$ cat src/rtl/codec_i2c_cfg.sv
// codec_i2c_cfg: pushes a table of 16-bit register words to an audio codec
// over I2C, one START/addr/hi/lo/STOP frame per word, on a single cfg_start.
// Optional feature macro: CODEC_I2C_ACK_CHECK_EN -- when defined, a NACK in
// any ACK slot aborts the frame and re-sends the word up to MAX_RETRY times,
// then flags nack_err/err_word. When undefined, ACK slots are not evaluated.
module codec_i2c_cfg #(
  parameter int         NUM_WORDS = 8,
  parameter logic [6:0] DEV_ADDR  = 7'h1A,
  parameter int         QTR_DIV   = 32,
  parameter int         MAX_RETRY = 3,
  parameter int         GAP_Q     = 4
) (
  input  logic                    inclk_i2c,
  input  logic                    i2c_rst_n,
  input  logic [NUM_WORDS*16-1:0] cfg_words,
  input  logic                    cfg_start,
  output logic                    i2c_scl,
  output logic                    i2c_sda_oe,
  input  logic                    i2c_sda_in,
  output logic                    busy,
  output logic                    done,
  output logic                    nack_err,
  output logic [3:0]              err_word
);

`ifdef CODEC_I2C_ACK_CHECK_EN
  localparam logic ACK_CHECK = 1'b1;
`else
  localparam logic ACK_CHECK = 1'b0;
`endif

  localparam int          QW        = $clog2(QTR_DIV);
  localparam logic [QW-1:0] Q_LAST  = QW'(QTR_DIV - 1);
  localparam logic [7:0]  GAP_LAST  = 8'(GAP_Q - 1);
  localparam logic [7:0]  RETRY_LIM = 8'(MAX_RETRY);
  localparam logic [3:0]  LAST_IDX  = 4'(NUM_WORDS - 1);

  typedef enum logic [3:0] {
    IDLE, START, ADDR, ACK1, DHI, ACK2, DLO, ACK3, STOP, GAP
  } state_t;

  state_t          state, state_next;
  logic [QW-1:0]   qcnt;
  logic [1:0]      quarter;
  logic [2:0]      bit_cnt;
  logic [7:0]      gap_cnt;
  logic [7:0]      retry_cnt;
  logic [3:0]      word_idx;
  logic [3:0]      load_sel;
  logic [15:0]     cur_word;
  logic [15:0]     sel_word;
  logic [7:0]      tx_byte;
  logic            tx_bit;
  logic            ack_nack;
  logic            nack_pend;
  logic            q_end, sym_end, gap_end, scl_pulse;
  logic            start_pass, next_word, retry_word;
  logic            finish_ok, finish_err, set_nack;

  assign q_end     = (qcnt == Q_LAST);
  assign sym_end   = q_end && (quarter == 2'd3);
  assign gap_end   = q_end && (gap_cnt == GAP_LAST);
  assign scl_pulse = (quarter == 2'd1) || (quarter == 2'd2);
  assign busy      = (state != IDLE);

  // Pick the byte being shifted out in the current data state and its current bit, MSB first.
  always_comb begin
    tx_byte = 8'h00;
    case (state)
      ADDR:    tx_byte = {DEV_ADDR, 1'b0};
      DHI:     tx_byte = cur_word[15:8];
      DLO:     tx_byte = cur_word[7:0];
      default: tx_byte = 8'h00;
    endcase
    tx_bit = tx_byte[3'd7 - bit_cnt];
  end

  // Select the table word to capture when a frame (re)starts.
  always_comb begin
    sel_word = 16'h0000;
    for (int k = 0; k < NUM_WORDS; k++) begin
      if (load_sel == 4'(k)) sel_word = cfg_words[k*16 +: 16];
    end
  end

  // State register; reset releases the bus immediately without a STOP.
  always_ff @(posedge inclk_i2c or negedge i2c_rst_n) begin
    if (!i2c_rst_n) state <= IDLE;
    else            state <= state_next;
  end

  // Next-state decode plus the SCL/SDA waveform for each symbol quarter.
  always_comb begin
    state_next = state;
    start_pass = 1'b0;
    next_word  = 1'b0;
    retry_word = 1'b0;
    finish_ok  = 1'b0;
    finish_err = 1'b0;
    set_nack   = 1'b0;
    i2c_scl    = 1'b1;
    i2c_sda_oe = 1'b0;
    case (state)
      IDLE: begin
        if (cfg_start) begin
          state_next = START;
          start_pass = 1'b1;
        end
      end
      START: begin
        i2c_sda_oe = quarter[1];
        if (sym_end) state_next = ADDR;
      end
      ADDR, DHI, DLO: begin
        i2c_scl    = scl_pulse;
        i2c_sda_oe = ~tx_bit;
        if (sym_end && bit_cnt == 3'd7) begin
          state_next = (state == ADDR) ? ACK1 : (state == DHI) ? ACK2 : ACK3;
        end
      end
      ACK1, ACK2, ACK3: begin
        i2c_scl = scl_pulse;
        if (sym_end) begin
          if (ACK_CHECK && ack_nack) begin
            state_next = STOP;
            set_nack   = 1'b1;
          end else begin
            state_next = (state == ACK1) ? DHI : (state == ACK2) ? DLO : STOP;
          end
        end
      end
      STOP: begin
        i2c_scl    = (quarter != 2'd0);
        i2c_sda_oe = ~quarter[1];
        if (sym_end) state_next = GAP;
      end
      GAP: begin
        if (gap_end) begin
          if (nack_pend) begin
            if (retry_cnt == RETRY_LIM) begin
              state_next = IDLE;
              finish_err = 1'b1;
            end else begin
              state_next = START;
              retry_word = 1'b1;
            end
          end else if (word_idx == LAST_IDX) begin
            state_next = IDLE;
            finish_ok  = 1'b1;
          end else begin
            state_next = START;
            next_word  = 1'b1;
          end
        end
      end
      default: state_next = IDLE;
    endcase
    load_sel = start_pass ? 4'd0 : next_word ? (word_idx + 4'd1) : word_idx;
  end

  // Quarter/bit/gap timing, word capture, retry bookkeeping and status flags.
  always_ff @(posedge inclk_i2c or negedge i2c_rst_n) begin
    if (!i2c_rst_n) begin
      qcnt      <= '0;
      quarter   <= 2'd0;
      bit_cnt   <= 3'd0;
      gap_cnt   <= 8'd0;
      retry_cnt <= 8'd0;
      word_idx  <= 4'd0;
      cur_word  <= 16'h0000;
      ack_nack  <= 1'b0;
      nack_pend <= 1'b0;
      done      <= 1'b0;
      nack_err  <= 1'b0;
      err_word  <= 4'd0;
    end else begin
      if (state == IDLE) begin
        qcnt    <= '0;
        quarter <= 2'd0;
      end else if (q_end) begin
        qcnt    <= '0;
        quarter <= (state == GAP) ? 2'd0 : quarter + 2'd1;
      end else begin
        qcnt <= qcnt + QW'(1);
      end

      if (state != GAP)  gap_cnt <= 8'd0;
      else if (q_end)    gap_cnt <= gap_cnt + 8'd1;

      if (state == IDLE) bit_cnt <= 3'd0;
      else if ((state == ADDR || state == DHI || state == DLO) && sym_end)
        bit_cnt <= bit_cnt + 3'd1;

      if ((state == ACK1 || state == ACK2 || state == ACK3) && q_end && quarter == 2'd2)
        ack_nack <= i2c_sda_in;

      if (start_pass || next_word || retry_word) begin
        cur_word  <= sel_word;
        nack_pend <= 1'b0;
      end else if (set_nack) begin
        nack_pend <= 1'b1;
      end

      if (start_pass || next_word) retry_cnt <= 8'd0;
      else if (retry_word)         retry_cnt <= retry_cnt + 8'd1;

      if (start_pass) word_idx <= 4'd0;
      else if (next_word && word_idx != LAST_IDX) word_idx <= word_idx + 4'd1;

      done <= finish_ok;

      if (start_pass) begin
        nack_err <= 1'b0;
        err_word <= 4'd0;
      end else if (finish_err && ACK_CHECK) begin
        nack_err <= 1'b1;
        err_word <= word_idx;
      end
    end
  end

endmodule
$ cat config.mk
export PLATFORM = sky130hd
export DESIGN_NAME = codec_i2c_cfg
export DESIGN_NICKNAME = d
export VERILOG_FILES = /design/src/rtl/codec_i2c_cfg.sv
export SDC_FILE = /design/constraint.sdc
export NUM_CORES = 1
export LEC_CHECK = 0
export ABC_AREA = 1
export BUFFER_PORTS_ARGS = -buffer_cell sky130_fd_sc_hd__buf_2
export CORE_UTILIZATION = 50
export DETAILED_ROUTE_END_ITERATION = 10
export GPL_ROUTABILITY_DRIVEN = 0
export PLACE_DENSITY = 0.92
export SLEW_MARGIN = 20
export SYNTH_ARGS = -nofsm -noshare
export SYNTH_HDL_FRONTEND = slang
export SYNTH_SLANG_ARGS = --single-unit
$ cat constraint.sdc
create_clock -name inclk_i2c -period 2.8 [get_ports inclk_i2c]
set_clock_uncertainty 0.1 [all_clocks]
set_input_delay 0.56 -clock inclk_i2c [delete_from_list [all_inputs] [get_ports inclk_i2c]]
set_output_delay 0.56 -clock inclk_i2c [all_outputs]
set_load 0.05 [all_outputs]
==> summary.txt <==
Worst setup path
  – Worst Setup SP: qcnt[0]
  – Top fanout value on the critical path: 24
  – Worst setup endpoint: cur_word[7]
  – CP Data Arrival Time: 2.87 ns
  – Data required, critical path: 2.90 ns
  – FF-to-FF path depth: 18
  – Max incr delay on CP: 0.39 ns
  – Crit start category: register
  – CP max-delay cell: dfrtp_1
  – Crit. End Element: register
  – R2R Setup Slk: slightly above 0.03 ns
  – WS Path Type: register to register
  – Reg-to-reg startpoint: qcnt[0]
  – Reg2reg end: cur_word[7]
  – Critical path, cell by cell: ha_2, nand2_2, nor2_2, ha_2, inv_2, nor2_4, nand2_4, nor2_8, nand4_1, nand2_2, nor2_4, buf_12, nand3_1, nand3_2, nor2_2, nand4_1, nor2_1, nor2_1

Timing
  – Worst-margin pin slew: approximately 0.95 ns
  – Post-Route Setup TNS: 0 ns
  – RSZ-0062 raised after global routing: true
  – Fmax: 0.361 GHz
  – Worst setup margin: 0.0303 ns
  – Rel. slew slack: between 30% and 40%
  – Final hold violation count: 0
  – Crit path time final: approximately 2.8 ns
  – Crit share post-route: 98.9%
  – # setup viols final: 0
  – Final Max Slew Viols: 0

CTS
  – Clock buffer depth: 2
  – H-tree Lvls: 2
  – Clk Latency, worst-skew pair: 0.30 ns
  – Root buf cell: clkbuf_8
  – Clk sinks: 43
  – CTS tree: yes
  – CTS Buf Count: 5
  – Clock transition at the registers of the reported paths: roughly 0.09 ns
  – Post-CTS Hold Buffers: 0

Power
  – Maximum VDD drop: 0.482 mV
  – Static leakage: 2.49 nW
  – PD cells: 731 mW/mm2

Placed design
  – Area post-placement: ~0.0043 mm2
  – Inst Count DP: 740
  – Port bufs: about 130
  – Dpl hpwl: 8.25 mm
  – Pre-CTS setup slack: 0.00578 ns

Global route
  – Global-route wire length before repair: around 17 mm
  – Grt met2 use: between 40% and 50%
  – Largest net degree at the start of global routing: 49
  – Antenna violations before repair: 0
  – Number of global-route vias before repair: 3,798
  – GRT Util Overall: 28.0%
  – GRT met1 Usage: between 30% and 40%
  – Global-route congestion overflow total: 0
  – Met3 track demand over resource: 5.58%
  – GR peak layer: met2

Yosys
  – Syn Inst Count: about 520
  – Sequential share of the synthesized area: between 30% and 40%
  – Ys flop type: dfrtp_1
  – Netlist Area Pre-Place: 0.00354 mm2
  – Cell taking the most area after synthesis: dfrtp_1
  – Synth top cells by count: nand2_1, nand3_1, nor2_1
  – Syn_area_per_cell: 6.82 um2
  – Top-count cell post-synth: nand2_1
  – Post-synth EDFFs: 0
  – Distinct cell type count after synthesis: 41
  – Async S/R FF share, synth: 100%
  – Synth top area cells: dfrtp_1, nand2_1, nand3_1
  – YS warnings: 0
  – Synthesized flop and latch total: 43
  – Yosys top cell area share: ~30%

Drt
  – Routed Antenna Nets: 0
  – WL per Instance: approximately 14 um
  – DRC violations left: 0
  – Final WL: 10.9 mm
  – Vias per inst: 5.42
  – Vias after detailed routing: 4,113
  – Drt initial violations: approximately 280
  – 1st-pass router iterations: 5

Worst hold path
  – Hold Path Class: primary input to async pin

Floorplan
  – Initial cell density of the core: 51.8%
  – Die area: 0.00742 mm2
  – I/O pin cnt: 141
  – CORE AREA: 0.00683 mm2
  – Die width: approximately 86 um
  – Die height: 86.2 um
  – Core Rows: 30

Final layout
  – Area growth syn-to-layout: 30.5%
  – FILL cells: 571
  – Layout Nets: about 800
  – Register area: 0.00108 mm2
  – Fin area: 0.00462 mm2
  – Post-Layout Cell Count: about 760
  – # diodes: 0
  – Area of the multi-input gates: 0.00216 mm2
  – Layout cells sized above 1: 35.6%
  – Final core utilization: roughly 68%

Job
  – MaxCap Viol Count: 0

Outcome
  – Outcome: finished, final reports clean
routing by layer:
metal | vias up | part of all wire [%]
li1 | 1972 | -
met1 | 1896 | 38
met2 | 198 | 52
met3 | 47 | 5.9
met4 | 0 | 4.2
met5 | - | 0
timing repair:
item / in CTS / in global routing
setup buffers: 2 / 8
hold endpoints to repair: 0 / 0
endpoints found under the setup margin: 3 / 17
pin swaps: 2 / 14
cloned: 0 / 1
gates resized for setup: 3 / 39
cell type report:
cell class / instances / area share (%)
Clock inverter: 2 / 0.758
Timing Repair Buffer: 161 / 20.0
Tap cell: 96 / 2.60
Inverter: 57 / 4.74
Multi-Input combinational cell: 394 / 46.8
Sequential cell: 43 / 23.3
Clock buffer: 6 / 1.79
worst max-delay path: cells and delay by family, from the launching register on:
family                     cells  cell delay [ns]
DFF                            1             0.39
and+or+nand+nor               14             1.55
adders and majority gates      2             0.39
buffers and inverters          2             0.22
state kept, by name, indices dropped and copies added, names as in the netlist:
name,flops
cur_word,16
gap_cnt,8
quarter,2
state,4
done,1
word_idx,4
bit_cnt,3
qcnt,5
cell families after synthesis:
kind of cell / synth area share, %
compound gates: 10.6
xor+xnor: 0.495
fa+ha+maj: 2.83
buf+inv: 12.5
flops: 30.4
other cells: 0.106
simple gates: 43.0
layout by cell type (no fill, tap or decap), types with 5 or more instances in the layout:
| master | netlist | routed |
|---|---|---|
| nand2_4 | 5 | 8 |
| nor2_2 | 2 | 12 |
| o21ai_1 | 7 | 9 |
| nand4_1 | 20 | 20 |
| buf_2 | 6 | 133 |
| nand2_1 | 114 | 112 |
| nor3_1 | 5 | 5 |
| buf_4 | 9 | 24 |
| nor2_4 | 5 | 6 |
| dfrtp_1 | 43 | 41 |
| a21oi_2 | 6 | 6 |
| nand3_1 | 76 | 65 |
| conb_1 | 1 | 5 |
| clkbuf_8 | 0 | 6 |
| o21ai_0 | 21 | 19 |
| nor2_1 | 68 | 57 |
| inv_1 | 53 | 53 |
| ha_1 | 8 | 6 |
| a21oi_1 | 20 | 19 |
| nand3_2 | 3 | 14 |
metrics by stage:
stage	power [mW]	hold slack (ns)
4_1_cts	3.15	0.326
3_3_place_gp	2.54	0.351
2_1_floorplan	2.17	0.164
6_report	3.38	0.288
5_1_grt	3.61	0.370
3_5_place_dp	2.63	0.365
worst min path at each step:
stage | cells after the start | to | slack (ns) | startpoint
6_report | 1 | qcnt[3] | 0.29 | i2c_rst_n
4_1_cts | 1 | qcnt[0] | 0.33 | i2c_rst_n
3_5_place_dp | 1 | gap_cnt[7] | 0.37 | gap_cnt[7]
5_1_grt | 1 | qcnt[3] | 0.37 | i2c_rst_n
2_1_floorplan | 0 | bit_cnt[0] | 0.16 | i2c_rst_n
3_3_place_gp | 1 | qcnt[0] | 0.35 | qcnt[0]
power by group:
part	leakage [nW]	total (mW)	switching, mW	internal (mW)
combinational	1.87	1.90	1.17	0.728
clock	0.0612	0.511	0.222	0.289
sequential	0.557	0.975	0.168	0.807
(Power assumes the default switching activity.)
